--- src/rtl/mem_arbiter.sv ---
// Byte-serial RAM arbiter: load/store path has priority over instruction fetch.
// Optional MEMCTRL_IO_STALL_EN holds store beats to the IO window while the UART buffer is full.
module mem_arbiter #(
  parameter int ADDR_WIDTH    = 32,
  parameter int IF_LINE_WORDS = 1
) (
  input  logic                        clk,
  input  logic                        rst,
  input  logic                        rdy,
  input  logic                        clear,
  input  logic [7:0]                  mem_din,
  output logic [7:0]                  mem_dout,
  output logic [ADDR_WIDTH-1:0]       mem_a,
  output logic                        mem_wr,
  input  logic                        io_buffer_full,
  input  logic                        if_req,
  input  logic [ADDR_WIDTH-1:0]       if_addr,
  output logic                        if_done,
  output logic [32*IF_LINE_WORDS-1:0] if_rdata,
  input  logic                        lsu_req,
  input  logic                        lsu_we,
  input  logic [1:0]                  lsu_size,
  input  logic                        lsu_signed,
  input  logic [ADDR_WIDTH-1:0]       lsu_addr,
  input  logic [31:0]                 lsu_wdata,
  output logic                        lsu_done,
  output logic [31:0]                 lsu_rdata
);
  // state | meaning
  // IDLE  | no access running; accepts lsu_req first, then if_req
  // FETCH | read burst of 4*IF_LINE_WORDS bytes for the instruction queue
  // LOAD  | read burst of 1/2/4 bytes, extended on completion
  // STORE | write burst of 1/2/4 bytes, unaffected by clear
  typedef enum logic [1:0] {IDLE, FETCH, LOAD, STORE} state_t;

  localparam int LINE_W = 32 * IF_LINE_WORDS;
  localparam logic [4:0] FETCH_BEATS = 5'(4 * IF_LINE_WORDS);

  state_t              state;
  logic [4:0]          beat_cnt;
  logic [4:0]          n_beats;
  logic                rd_act;
  logic                rd_vld;
  logic [3:0]          rd_idx;
  logic [LINE_W-1:0]   line_buf;
  logic [LINE_W-1:0]   line_next;
  logic [1:0]          size_q;
  logic                signed_q;
  logic [31:0]         wdata_q;
  logic                wr_q;
  logic                io_stall;
  logic                last_rd;

`ifdef MEMCTRL_IO_STALL_EN
  assign io_stall = (state == STORE) && (mem_a[17:16] == 2'b11) && io_buffer_full;
`else
  logic unused_io;
  assign unused_io = io_buffer_full;
  assign io_stall  = 1'b0;
`endif

  assign mem_wr = wr_q & rdy & ~io_stall;

  function automatic logic [4:0] beats_of(input logic [1:0] size);
    case (size)
      2'd0:    beats_of = 5'd1;
      2'd1:    beats_of = 5'd2;
      default: beats_of = 5'd4;
    endcase
  endfunction

  function automatic logic [31:0] extend(input logic [31:0] w, input logic [1:0] size,
                                         input logic sgn);
    case (size)
      2'd0:    extend = {{24{w[7] & sgn}}, w[7:0]};
      2'd1:    extend = {{16{w[15] & sgn}}, w[15:0]};
      default: extend = w;
    endcase
  endfunction

  // Byte arriving on mem_din this cycle merged into the line being assembled.
  always_comb begin
    line_next = line_buf;
    line_next[{rd_idx, 3'b000} +: 8] = mem_din;
  end

  assign last_rd = rd_vld && ({1'b0, rd_idx} == n_beats - 5'd1);

  always_ff @(posedge clk) begin
    if (rst) begin
      state     <= IDLE;
      beat_cnt  <= '0;
      n_beats   <= '0;
      rd_act    <= 1'b0;
      rd_vld    <= 1'b0;
      rd_idx    <= '0;
      line_buf  <= '0;
      size_q    <= '0;
      signed_q  <= 1'b0;
      wdata_q   <= '0;
      wr_q      <= 1'b0;
      mem_a     <= '0;
      mem_dout  <= '0;
      if_done   <= 1'b0;
      if_rdata  <= '0;
      lsu_done  <= 1'b0;
      lsu_rdata <= '0;
    end else if (rdy) begin
      if_done  <= 1'b0;
      lsu_done <= 1'b0;
      case (state)
        IDLE: begin
          if (!clear && lsu_req) begin
            state    <= lsu_we ? STORE : LOAD;
            mem_a    <= lsu_addr;
            n_beats  <= beats_of(lsu_size);
            beat_cnt <= 5'd1;
            size_q   <= lsu_size;
            signed_q <= lsu_signed;
            wdata_q  <= lsu_wdata;
            rd_vld   <= 1'b0;
            if (lsu_we) begin
              wr_q     <= 1'b1;
              mem_dout <= lsu_wdata[7:0];
            end else begin
              rd_act <= 1'b1;
            end
          end else if (!clear && if_req) begin
            state    <= FETCH;
            mem_a    <= if_addr;
            n_beats  <= FETCH_BEATS;
            beat_cnt <= 5'd1;
            rd_act   <= 1'b1;
            rd_vld   <= 1'b0;
          end
        end
        FETCH, LOAD: begin
          if (clear) begin
            state  <= IDLE;
            rd_act <= 1'b0;
            rd_vld <= 1'b0;
          end else begin
            // The byte addressed this cycle is on mem_din next cycle.
            rd_vld <= rd_act;
            rd_idx <= 4'(beat_cnt - 5'd1);
            if (rd_act && (beat_cnt < n_beats)) begin
              mem_a    <= mem_a + ADDR_WIDTH'(1);
              beat_cnt <= beat_cnt + 5'd1;
            end else begin
              rd_act <= 1'b0;
            end
            if (rd_vld) line_buf <= line_next;
            if (last_rd) begin
              state  <= IDLE;
              rd_vld <= 1'b0;
              if (state == FETCH) begin
                if_rdata <= line_next;
                if_done  <= 1'b1;
              end else begin
                lsu_rdata <= extend(line_next[31:0], size_q, signed_q);
                lsu_done  <= 1'b1;
              end
            end
          end
        end
        STORE: begin
          if (!io_stall) begin
            if (beat_cnt < n_beats) begin
              mem_a    <= mem_a + ADDR_WIDTH'(1);
              mem_dout <= wdata_q[{beat_cnt[1:0], 3'b000} +: 8];
              beat_cnt <= beat_cnt + 5'd1;
            end else begin
              wr_q     <= 1'b0;
              lsu_done <= 1'b1;
              state    <= IDLE;
            end
          end
        end
        default: state <= IDLE;
      endcase
    end
  end
endmodule

--- config.mk ---
export PLATFORM = sky130hd
export DESIGN_NAME = mem_arbiter
export DESIGN_NICKNAME = d
export VERILOG_FILES = /design/src/rtl/mem_arbiter.sv
export SDC_FILE = /design/constraint.sdc
export NUM_CORES = 1
export LEC_CHECK = 0
export CELL_PAD_IN_SITES_DETAIL_PLACEMENT = 0
export CELL_PAD_IN_SITES_GLOBAL_PLACEMENT = 2
export CORE_ASPECT_RATIO = 2
export CORE_MARGIN = 2
export CORE_UTILIZATION = 31
export DETAILED_ROUTE_END_ITERATION = 6
export GPL_TIMING_DRIVEN = 0
export PLACE_DENSITY_LB_ADDON = 0.2
export SLEW_MARGIN = 20
export SYNTH_ARGS = -nofsm -noshare
export SYNTH_HDL_FRONTEND = slang
export SYNTH_SLANG_ARGS = --single-unit
--- constraint.sdc ---
create_clock -name clk -period 4.6 [get_ports clk]
set_clock_uncertainty 0.05 [all_clocks]
set_input_delay 1.15 -clock clk [delete_from_list [all_inputs] [get_ports clk]]
set_output_delay 1.15 -clock clk [all_outputs]
set_load 0.02 [all_outputs]
Word level (Yosys, flattened, before mapping)
Index checks and enable logic that the tools add are counted.
- bits in registers: 192
- input port bits: 115
- output and inout port bits: 107
- logic and storage cells: 123
- add/subtract/negate cells: 5
- order comparisons: 1
- equal/unequal tests: 16
- shifts and indexed selects: 3
- mux-type cells: 52
- bitwise gates (word level): 5
- reductions and logical operators: 24
- operator list (cell ; number):
    2-to-1 mux 32 bit ; 5
    one-hot mux 32 bit (3 select lines) ; 1
    one-hot mux 32 bit (2 select lines) ; 1
    2-to-1 mux 5 bit ; 7
    adder 32 x 1 -> 32 bit, second input constant ; 1
    bitwise mux 32 bit ; 1
    variable shift 8 x 9 -> 32 bit, first input constant ; 1
    indexed part select 32 x 6 -> 8 bit ; 1
    indexed part select 8 x 9 -> 32 bit ; 1
    AND reduction 5 bit ; 6
    2-to-1 mux 8 bit ; 3
    2-to-1 mux 1 bit ; 21
    one-hot mux 8 bit (2 select lines) ; 1
    one-hot mux 5 bit (3 select lines) ; 1
    inequality test 2 bit, second input constant ; 6
    inequality test 3 bit, second input constant ; 4
    AND reduction 3 bit ; 4
    2-to-1 mux 2 bit ; 5
    negator 7 -> 9 bit ; 1
    one-hot mux 1 bit (2 select lines) ; 4
    AND reduction 4 bit ; 2
    equality test 2 x 1 -> 1 bit, second input constant ; 3
    zero test 2 bit ; 3
    one-hot mux 2 bit (3 select lines) ; 1
    other kinds (13) ; 22

Logic depth before layout (Yosys ltp)
- depth after elaboration: 6
- mapped depth: 10
- gate-level depth less buffers: 8

Least setup slack after synthesis
No wires, ideal clock.
- kind: input to register
- start point: input clear
- end point: register beat_cnt[3]
- library setup time: 0.070 ns
- arrival time: 2.548 ns
- required time: 4.480 ns
- setup slack: 1.931 ns
- stages on the path: 6
- buffers on the path: 1
- cell sequence: o21bai_1 -> a221oi_1 -> o21ai_1 -> buf_2 -> or4_1 -> a21oi_1
- longest elaborated chain between the ends: 4
- elaborated cells between the ends (all ways): 8
- classes of those cells: eq/ne: 2; mux: 2; reduce/logical: 4
- ends and longest elaborated chain (what ; line ; source):
    start: declaration ; 10 ; input logic clear,
    zero test 1 bit ; 113, 128 ;
    logical AND 1 bit, on equally long branches ; 113, 128 ;
    inequality test 3 bit (no source line) or 2-to-1 mux 5 bit (tied branches) ; - ;
    AND reduction 5 bit (no source line) or one-hot mux 5 bit (3 select lines) (tied branches) ; - ;
    end signal: assignment ; 148 ; beat_cnt <= beat_cnt + 5'd1;
    end signal: assignment ; 171 ; beat_cnt <= beat_cnt + 5'd1;
    end: declaration ; 40 ; logic [4:0] beat_cnt;
Several ways; a longest one is shown, not always the timed one.
A chain may end at the register's enable or synchronous reset.

Worst setup path after layout
- start point: input rdy
- end point: output mem_wr
- longest elaborated chain between the ends: 1
- ends and longest elaborated chain (what ; line ; source):
    start: declaration ; 9 ; input logic rdy,
    bitwise AND 1 bit ; 62 ; assign mem_wr = wr_q & rdy & ~io_stall;
    end: declaration ; 14 ; output logic mem_wr,
No other way between the ends.

==> results.sh <==
export IMPL_syn_nets=1248
export IMPL_slew_headroom_pct=31.2
export IMPL_fin_tns_setup_ns=0
export IMPL_cts_max_path_buffers=2
export IMPL_die_height_um=248
export IMPL_worst_pin_slew_ns=1.02
export IMPL_place_area_sq_mm=0.0119
export IMPL_period_minus_slack_ns=3.73
export IMPL_antenna_found_initial=1
export IMPL_drtAntennaViolNets=0
export IMPL_synth_top_family_by_area="compound AO/OA/AOI/OAI gates"
export IMPL_synth_area_mux_share_pct=5.97
export IMPL_maxCapViolations=0
export IMPL_drt_iter0_markers=423
export IMPL_area_growth_pct=35.0
export IMPL_cts_root_buf="clkbuf_16"
export IMPL_nNetsFinal=1486
export IMPL_power_density_mw_per_mm2=323
export IMPL_gp_congestion=0.876
export IMPL_die_area_sq_mm=0.0312
export IMPL_worst_setup_path_end_kind="output pin"
export IMPL_peakVddDrop_v=0.000278
export IMPL_async_flop_share_pct=0
export IMPL_antennaDiodeCount=0
export IMPL_synth_edff_count=0
export IMPL_cp_slowest_cell="clkdlybuf4s50_1"
export IMPL_power_frac_clock_pct=38.0
export IMPL_grt_overflow=0
export IMPL_rows=89
export IMPL_routed_wl_um=38300
export IMPL_cp_cell_sequence="clkdlybuf4s50_1 -> and2_1 -> clkdlybuf4s50_1"
export IMPL_cp_arrival_ns=2.53
export IMPL_yosysSeqAreaShare_pct=41.2
export IMPL_vias_per_cell=5.33
export IMPL_rsz0062_at_grt="no"
export IMPL_ios=222
export IMPL_mostFrequentLayoutCells="clkdlybuf4s50_1, dfxtp_1, nand2_1"
export IMPL_synth_fa_ha_area_share_pct=1.49
export IMPL_critPathMaxFanout=6
export IMPL_start_util_pct=31.4
export IMPL_power_frac_comb_pct=18.2
export IMPL_dp_hpwl_um=30400
export IMPL_avgSynthCellArea_sq_um=8.22
export IMPL_cellInternalPower_mw=2.81
export IMPL_grt_max_degree=17
export IMPL_synth_seq_cells=190
export IMPL_synthFlopType="dfxtp_1"
export IMPL_ys_types=76
export IMPL_hold_buffers=0
export IMPL_required_ns=3.40
export IMPL_clock_sinks=190
export IMPL_final_common_cell="clkdlybuf4s50_1"
export IMPL_dr_pass1_iters=4
export IMPL_crit_top_cell="clkdlybuf4s50_1"
export IMPL_dieWidth_um=126
export IMPL_core_sq_mm=0.0294
export IMPL_start_kind="input port"
export IMPL_setup_violations=0
export IMPL_synth_compound_area_share_pct=24.4
export IMPL_seqPwrFrac_pct=43.8
export IMPL_grt_first_pass_wirelength_um=57000
export IMPL_fin_crit_sh_pct=81.1
export IMPL_postCtsResizedCells=0
export IMPL_grt_total_usage_pct=24.3
export IMPL_synth_area_sq_mm=0.00922
export IMPL_vias=9258
export IMPL_power_share_switching_pct=30.1
export IMPL_htree_levels=4
export IMPL_final_max_slew_viol_count=0
export IMPL_hold_path_class="register to register"
export IMPL_leakage_nw=4.17
export IMPL_netlist_instances=1122
export IMPL_grt_pass1_vias=9430
export IMPL_drive_above_1_share_pct=7.80
export IMPL_critPathMaxStageDelay_ns=0.62
export IMPL_outcome="finished clean"
export IMPL_cts_reportedPaths_clkPinSlew_ns=0.07
export IMPL_post_cts_buffers=0
export IMPL_route_detailed_wl_per_inst_um=22.1
export IMPL_max_freq_ghz=0.268
export IMPL_remaining_drc_errors=0
export IMPL_synth_xor_area_share_pct=0.760
export IMPL_synthSimpleGateAreaFrac_pct=21.0
export IMPL_cts_tree="done"
export IMPL_hold_viol=0
export IMPL_design_area_sq_mm=0.0125
export IMPL_clk_latency_ns=0.46
export IMPL_port_buffers=219
export IMPL_numCtsBuffers=17
export IMPL_worst_setup_path_type="input port to output pin"
export IMPL_yosys_warnings=0
export IMPL_p_switching_mw=1.21
-- synthesized netlist by cell type (11+ instances only) --
cell type | count | area share (%)
ha_1 | 11 | 1.5
nand2_1 | 154 | 6.3
clkbuf_1 | 58 | 2.4
nor3_1 | 19 | 1.0
a21oi_1 | 105 | 5.7
a31oi_1 | 14 | 0.95
nand4_1 | 12 | 0.81
a211oi_1 | 85 | 6.9
o221a_2 | 12 | 1.5
o21ai_0 | 61 | 3.3
inv_1 | 18 | 0.73
buf_2 | 23 | 1.2
nor2_1 | 133 | 5.4
nand2b_1 | 21 | 1.4
mux2i_1 | 37 | 4.0
dfxtp_1 | 190 | 41
nand3_1 | 31 | 1.7
-- worst max-delay path: cells and delay by family --
| family | cells | cell delay [ns] |
|---|---|---|
| and+or+nand+nor | 1 | 0.17 |
| buffers and inverters | 2 | 1.21 |
-- final cells by class --
cell class	instances	area, sq um
fillers	3112	16900
multi-input cells	820	4950
flip-flops and latches	190	3800
repair buffers	219	2190
well taps	364	455
clock buffers	20	447
plain buffers	93	402
clock inverters	11	131
inverters	19	71.3
-- routing by layer --
| layer | part of all wire (%) | global-route usage, % | vias to the layer above |
|---|---|---|---|
| li1 | - | - | 4528 |
| met4 | 3.4 | 9.50 | 2 |
| met3 | 3.8 | 4.40 | 68 |
| met1 | 33 | 21.7 | 4393 |
| met5 | 0.034 | 0 | - |
| met2 | 60 | 51.5 | 267 |
-- cells by family (layout without fill, tap and decap cells) --
kind of cell / count (synthesis) / after routing
flip-flops: 190 / 190
AND/OR/NAND/NOR: 421 / 421
adder cells (fa/ha/maj): 11 / 11
AO/OA/AOI/OAI: 335 / 335
multiplexers: 45 / 45
buffers and inverters: 112 / 362
XOR/XNOR: 8 / 8
-- power by group through the flow --
stage / clock, mW / sequential [mW] / combinational (mW)
finish: 1.53 / 1.76 / 0.734
detailed placement: 0 / 1.80 / 0.737
global placement: 0 / 1.80 / 0.733
floorplan: 0 / 1.82 / 0.340
global route: 1.61 / 1.77 / 0.788
CTS: 1.55 / 1.76 / 0.739
-- sequential cells by signal, indices dropped and copies added (netlist names), 2 cells and up --
name       flops
size_q         2
wdata_q       32
lsu_rdata     32
state          2
mem_dout       8
if_rdata      32
n_beats        3
rd_idx         4
mem_a         32
line_buf      32
beat_cnt       5
-- path summary, 6_finish.rpt --
kind | start | to | slack, ns | cells past startpoint
setup reg to reg | mem_a[0] | mem_a[30] | 1.54 | 7
setup / recovery | rdy | mem_wr | 0.87 | 3
hold / removal | wdata_q[25] | wdata_q[25] | 0.41 | 2
hold reg to reg | wdata_q[25] | wdata_q[25] | 0.41 | 2
-- through the flow --
step           hold WS (ns)  setup slack, ns  total power [mW]  std cells  utilization (%)
2_1_floorplan         0.383             1.93              2.16       1122                -
3_3_place_gp          0.389            0.636              2.53       1705             40.4
3_5_place_dp          0.398            0.610              2.53       1705             40.4
4_1_cts               0.408            0.841              4.05       1736             42.3
5_1_grt               0.427            0.833              4.17       1736             42.4
6_report              0.408            0.871              4.02       1736             42.4
Note: power is estimated with default switching activity, not from simulation.
